**src/rtl/mips_dmem_responder.sv**
```systemverilog
// Memory-side responder for the processor data port: word RAM with a
// configurable wait-state latency, one-cycle ready pulse and a sticky completion mailbox.
module mips_dmem_responder #(
  parameter int          DEPTH       = 64,
  parameter int          WAIT_STATES = 2,
  parameter logic [31:0] DONE_ADDR   = 32'd84
) (
  input  logic        clk,
  input  logic        reset,
  input  logic        memread,
  input  logic        memwrite,
  input  logic [31:0] dataadr,
  input  logic [31:0] writedata,
  output logic [31:0] readdata,
  output logic        ready,
  output logic        misaligned,
  output logic        done,
  output logic [31:0] done_value
);

  localparam int AW = $clog2(DEPTH);

  // Handshake: the initiator holds memread/memwrite (and address/data) until it
  // sees ready; inputs are sampled only in IDLE, and ready is a single-cycle pulse
  // in RESP, after which a still-asserted request starts a new transaction.
  typedef enum logic [1:0] {IDLE, BUSY, RESP} state_t;

  state_t        state, state_nxt;
  logic [3:0]    cnt;
  logic [31:0]   addr_q, data_q;
  logic          wr_q, rd_q;
  logic [31:0]   mem [DEPTH];
  logic [AW-1:0] idx;
  logic          aligned;
  logic          commit;

  assign idx     = addr_q[AW+1:2];
  assign aligned = (addr_q[1:0] == 2'b00);
  assign commit  = (state == BUSY) && (cnt == 4'd0);

  always_comb begin
    state_nxt = state;
    case (state)
      IDLE:    if (memread || memwrite) state_nxt = BUSY;
      BUSY:    if (cnt == 4'd0) state_nxt = RESP;
      RESP:    state_nxt = IDLE;
      default: state_nxt = IDLE;
    endcase
  end

  always_ff @(posedge clk) begin
    if (reset) state <= IDLE;
    else       state <= state_nxt;
  end

  // A simultaneous read+write request is a store; the load side is dropped.
  always_ff @(posedge clk) begin
    if (reset) begin
      cnt        <= 4'd0;
      addr_q     <= 32'h0;
      data_q     <= 32'h0;
      wr_q       <= 1'b0;
      rd_q       <= 1'b0;
      ready      <= 1'b0;
      misaligned <= 1'b0;
      readdata   <= 32'h0;
      done       <= 1'b0;
      done_value <= 32'h0;
    end else begin
      ready      <= 1'b0;
      misaligned <= 1'b0;
      readdata   <= 32'h0;
      case (state)
        IDLE: begin
          if (memread || memwrite) begin
            addr_q <= dataadr;
            data_q <= writedata;
            wr_q   <= memwrite;
            rd_q   <= memread & ~memwrite;
            cnt    <= 4'(WAIT_STATES);
          end
        end
        BUSY: begin
          if (cnt != 4'd0) begin
            cnt <= cnt - 4'd1;
          end else begin
            ready      <= 1'b1;
            misaligned <= ~aligned;
            if (rd_q && aligned) readdata <= mem[idx];
            if (wr_q && aligned && (addr_q == DONE_ADDR) && !done) begin
              done       <= 1'b1;
              done_value <= data_q;
            end
          end
        end
        default: ;
      endcase
    end
  end

  // RAM is deliberately not reset; a reset on the commit edge cancels the store.
  always_ff @(posedge clk) begin
    if (!reset && commit && wr_q && aligned) mem[idx] <= data_q;
  end

endmodule
```
**config.mk**
```make
export PLATFORM = sky130hd
export DESIGN_NAME = mips_dmem_responder
export DESIGN_NICKNAME = d
export VERILOG_FILES = /design/src/rtl/mips_dmem_responder.sv
export SDC_FILE = /design/constraint.sdc
export NUM_CORES = 2
export LEC_CHECK = 0
export ABC_CLOCK_PERIOD_IN_PS = 4000
export BUFFER_PORTS_ARGS = -buffer_cell sky130_fd_sc_hd__clkbuf_2
export CAP_MARGIN = 20
export CORE_MARGIN = 10
export CORE_UTILIZATION = 52
export CTS_CLUSTER_DIAMETER = 80
export DETAILED_ROUTE_END_ITERATION = 16
export PLACE_DENSITY_LB_ADDON = 0.2
export SYNTH_ARGS = -nofsm -noshare
export SYNTH_HDL_FRONTEND = slang
export SYNTH_SLANG_ARGS = --single-unit
```
**constraint.sdc**
```tcl
create_clock -name clk -period 4 [get_ports clk]
set_input_delay 0.4 -clock clk [delete_from_list [all_inputs] [get_ports clk]]
set_output_delay 0.4 -clock clk [all_outputs]
set_load 0.03 [all_outputs]
```
### Yosys cells after proc, flatten, opt, wreduce, memory -nomap -nowiden

Memory sizes are Yosys's and may differ from the RTL's. A register that Yosys moved wholly into a read port is not among the register bits.
Cells that the tools add are included.

* bits in registers: 107
* RAM bits: 2048
* bits of input ports: 68
* output and inout port bits: 67
* logic and storage cells: 55
* memories kept: 1

* add/sub/neg operators: 1
* eq/ne operators: 5
* muxes and demuxes: 9
* bitwise gates (word level): 6
* reduce and logical (&&, ||, !) cells: 23

Memory list
* mem: words 64, width 32, read ports 1, clocked after Yosys merged registers in 1, write ports 1, RTL line 32 `logic [31:0] mem [DEPTH];`

Operators by type and width (count)
* equality test 32 x 7 -> 1 bit, second input constant: 1
* logical AND 1 bit: 8
* two-way mux 4 bit: 2
* one-hot mux 4 bit (2 select lines): 1
* AND reduction 3 bit: 2
* inverter 1 bit: 5
* logical NOT 2 bit: 2
* logical NOT 4 bit: 1
* two-way mux 2 bit: 2
* != test 2 x 1 -> 1 bit, second input constant: 2
* one-hot mux 2 bit (2 select lines): 1
* AND reduction 2 bit: 2
* nonzero test 4 bit: 1
* OR reduction 4 bit: 1
* subtractor 4 x 1 -> 4 bit, second input constant: 1
* two-way mux 1 bit: 3
* OR reduction 3 bit: 1
* equality test 2 x 1 -> 1 bit, second input constant: 1
* logical NOT 1 bit: 2
* != test 2 bit, second input constant: 1
* nonzero test 2 bit: 1
* OR reduction 2 bit: 1
* bitwise AND 1 bit: 1
* logical OR 1 bit: 1

### Longest topological paths before layout

* word-level depth: 7
* depth in mapped cells: 11
* depth with buffers taken out: 8

### Least setup slack after synthesis

OpenSTA, ideal clock, no wires.

* kind: register to register
* from: register addr_q[4]
* to: memory mem[12][0], enable pin
* library setup time: 421 ps
* arrival time: 3047 ps
* required time: 3579 ps
* path slack: 532 ps
* cell stages (with the launch flop): 9
* buffers on the path: 5
* clock period less this slack: 3468 ps
* cell sequence: dfxtp_1 -> buf_4 -> buf_2 -> buf_2 -> buf_2 -> buf_2 -> and4_1 -> nand2_1 -> nor2_1

RTL lines
* from (decl): RTL line 30 `logic [31:0] addr_q, data_q;`
* from (signal assigned): RTL line 76 `addr_q <= dataadr;`
* to (decl): RTL line 32

No word-level cell before the write port.

==> results by group <==
Status
  – Status: finished, final reports clean

Timing
  – Worst Max-Slew Pin Slew: roughly 1.2 ns
  – Hold Vio Cnt, Final: 0
  – Finish-stage setup viols: 0
  – Final period util: 98.52%
  – Rel. slew slack: between 10% and 20%
  – Max Freq: 253.8 MHz
  – Worst Skew: approximately 0.039 ns
  – RSZ-0062 raised after global routing: no
  – Min Tclk post-route: around 4 ns
  – Total Neg Setup Slack: 0 ns
  – Slew Viols, Final: 0

Clock tree
  – CTS Buf Count: 213
  – Clk sinks: between 2k and 2.5k
  – Bufs on Longest Clock Path: 3
  – Clock root buffer: clkbuf_16
  – H-tree depth: 4
  – Clk Latency, worst-skew pair: approximately 0.85 ns
  – Worst-path clk slew: about 0.06 ns
  – Clock tree from TritonCTS: yes

Critical path
  – CP arrival: between 4 and 5 ns
  – Worst-path maximum fanout: 30
  – Critical Path Max Stage Delay: 1.03 ns
  – Nature of the critical path endpoint: register
  – Crit start category: register
  – Worst path buffer plus inverter count: 3
  – CP most frequent cell: buf_12
  – Critical Path RT: approximately 4.7 ns
  – Worst path top cell family by delay: compound AO/OA/AOI/OAI gates
  – Worst path slowest cell: a211oi_1
  – CP cell instances: buf_12, buf_12, buf_4, mux4_2, mux2i_1, o22ai_1, a211oi_1, a41oi_1
  – Crit path kind: register to register

Synth
  – Syn Inst Count: between 4k and 5k
  – Unique cell type count in the Yosys netlist: 73
  – Syn_nets: about 4.7k
  – Post-synthesis mux area share: under 10%
  – Cell Area, Synth: just over 80,000 µm²
  – Xor/xnor share of the synthesized area: less than 1%
  – Main combinational cell family by area after synthesis: compound AO/OA/AOI/OAI gates
  – Post-synth ARST share: 0%
  – Area fraction of the dominant cell type after synthesis: about three quarters
  – Ys Warns: 0
  – Seq/Total Area, Yosys: between 70 and 80%
  – Avg Cell Area, Syn: around 18 µm²
  – Post-Synth Adder-Cell Area: 0.03013%
  – Cell with the most instances after synthesis: edfxtp_1
  – Top post-synthesis cells by area: edfxtp_1 (74%), mux4_2 (5.3%), dfxtp_1 (3.3%), a221oi_1 (2.5%), mux2_2 (1.8%)
  – Synthesis-stage register bit count: around 2.2k
  – Dominant cell type by area after synthesis: edfxtp_1
  – Synth Flop Type: edfxtp_1
  – Post-Synth Simple-Gate Area: 2.988%
  – Synth cell count leaders: edfxtp_1 (2,048), nand2_1 (256), a221oi_1 (241), nor2_1 (213), mux4_2 (197)
  – Compound-Gate Fraction of Synth Area: slightly below 9%
  – Post-synth EDFFs: 2,048

Die
  – Core area: around 160,000 µm²
  – Die width: about 420 µm
  – Initial core utilization: 52.39%
  – Num ports: 135
  – Die Y: around 420 µm
  – Die ar.: about 180,000 µm²
  – Num rows: approximately 150

Placed design
  – Gpl congestion: 0.8614
  – Hpwl dp: about 150 mm
  – IO Port Bufs: around 130

Finish
  – P&R area growth vs syn: 15.37%
  – Reg area: around 64,000 µm²
  – Fillers: roughly 11k
  – Share of cells above drive strength 1: 24.40%
  – Footprint of the multi-input gates: 17,780 µm²
  – Final #Nets: 5,050

Worst hold path
  – Hold Crit Class: input port to register

Pwr
  – Power Density: 526.1 nW/µm²
  – Peak supply drop: approximately 0.00047 V
  – Lkg Pwr: around 31 nW
  – Overall power after layout: a little over 50 mW

Drt
  – DR WL/cell: about 35 µm
  – DR vias: approximately 49k
  – WL final: ~250 mm
  – Drt pass-1 iters: 6
  – Vias per cell: between 6 and 7
  – Routed Antenna Nets: 0
  – Initial drt markers: between 7k and 8k
  – DRC Markers: 0

Global route
  – Gr ovfl total: 0
  – Number of antenna violations at the first check in global routing: 9
  – First-pass GRT wire length: 359.8 mm
  – Largest net degree at the start of global routing: 82
  – Gr usage total: approximately 29%
  – Vias in the first global route: ~47k

Run
  – Max Cap Viol: 0
through the flow:
step           hold WS, ns  std cells  util, %  setup WS [ns]  instance area (µm²)
2_1_floorplan       0.4308       4583        -         0.5323                83070
3_3_place_gp        0.4379       6767    55.78         0.2806                88450
3_5_place_dp        0.4436       6767    55.78         0.2859                88450
4_1_cts            0.03195       7224    60.39         0.2749                95760
5_1_grt            0.08886       7230    60.43        0.04562                95830
6_report           0.09401       7234    60.44        0.05938                95840
flip-flops by register name, indices dropped and copies added, names as in the netlist:
signal      count
wr_q            1
data_q         32
cnt             4
done_value     32
rd_q            1
done            1
state           2
mem          2048
readdata       32
addr_q         32
misaligned      1
ready           1
layer usage:
metal,track usage (%),routed length (µm),vias up
li1,-,-,19570
met1,40.43,97390,25160
met2,43.99,117800,3313
met3,6.583,30060,550
met4,10.08,9616,4
met5,0,33,-
layout make-up:
type,instances,share of cell area (%)
well taps,2072,2.705
repair buffers,511,4.627
clock inverters,99,0.8303
multi-input cells,2062,18.55
clock buffers,291,6.094
flip-flops and latches,2187,67.14
diodes,7,0.01828
inverters,5,0.03525
power breakdown:
part | internal [mW] | switching, mW
logic | 1.70 | 3.46
clock network | 10.8 | 8.46
registers | 25.5 | 0.475
cell usage in the layout, fill, tap and decap left out, types with 131 or more instances in the layout:
cell       netlist  routed
mux4_2         197     197
mux2i_1        132     132
nand2_1        256     255
a21oi_1        183     183
buf_4           30     250
clkbuf_16        0     218
edfxtp_1      2048    2048
a22oi_1        173     173
nor2_1         213     145
a221oi_1       241     241
mux2_2         131     131
clkbuf_2         1     134
cells by family after synthesis:
| group | count (synthesis) |
|---|---|
| fa+ha+maj | 2 |
| mux | 460 |
| simple gates | 581 |
| flops | 2187 |
| compound gates | 1017 |
| buf+inv | 334 |
| xor+xnor | 2 |
final timing paths:
| check | from | to | slack [ns] | cells after the start |
|---|---|---|---|---|
| worst max-delay path | addr_q[3] | readdata[18] | 0.06 | 8 |
| worst min-delay path | reset | done_value[26] | 0.09 | 2 |
| worst max register to register | addr_q[3] | readdata[18] | 0.06 | 8 |
| worst min register to register | done_value[8] | done_value[8] | 0.45 | 2 |
timing repair:
action / CTS / global route
hold buffers: 67 / 0
resized for setup: 0 / 0
endpoints found under the hold margin: 66 / 0
buffers inserted: 0 / 0
No activity file was read; power rests on OpenSTA's default activity.
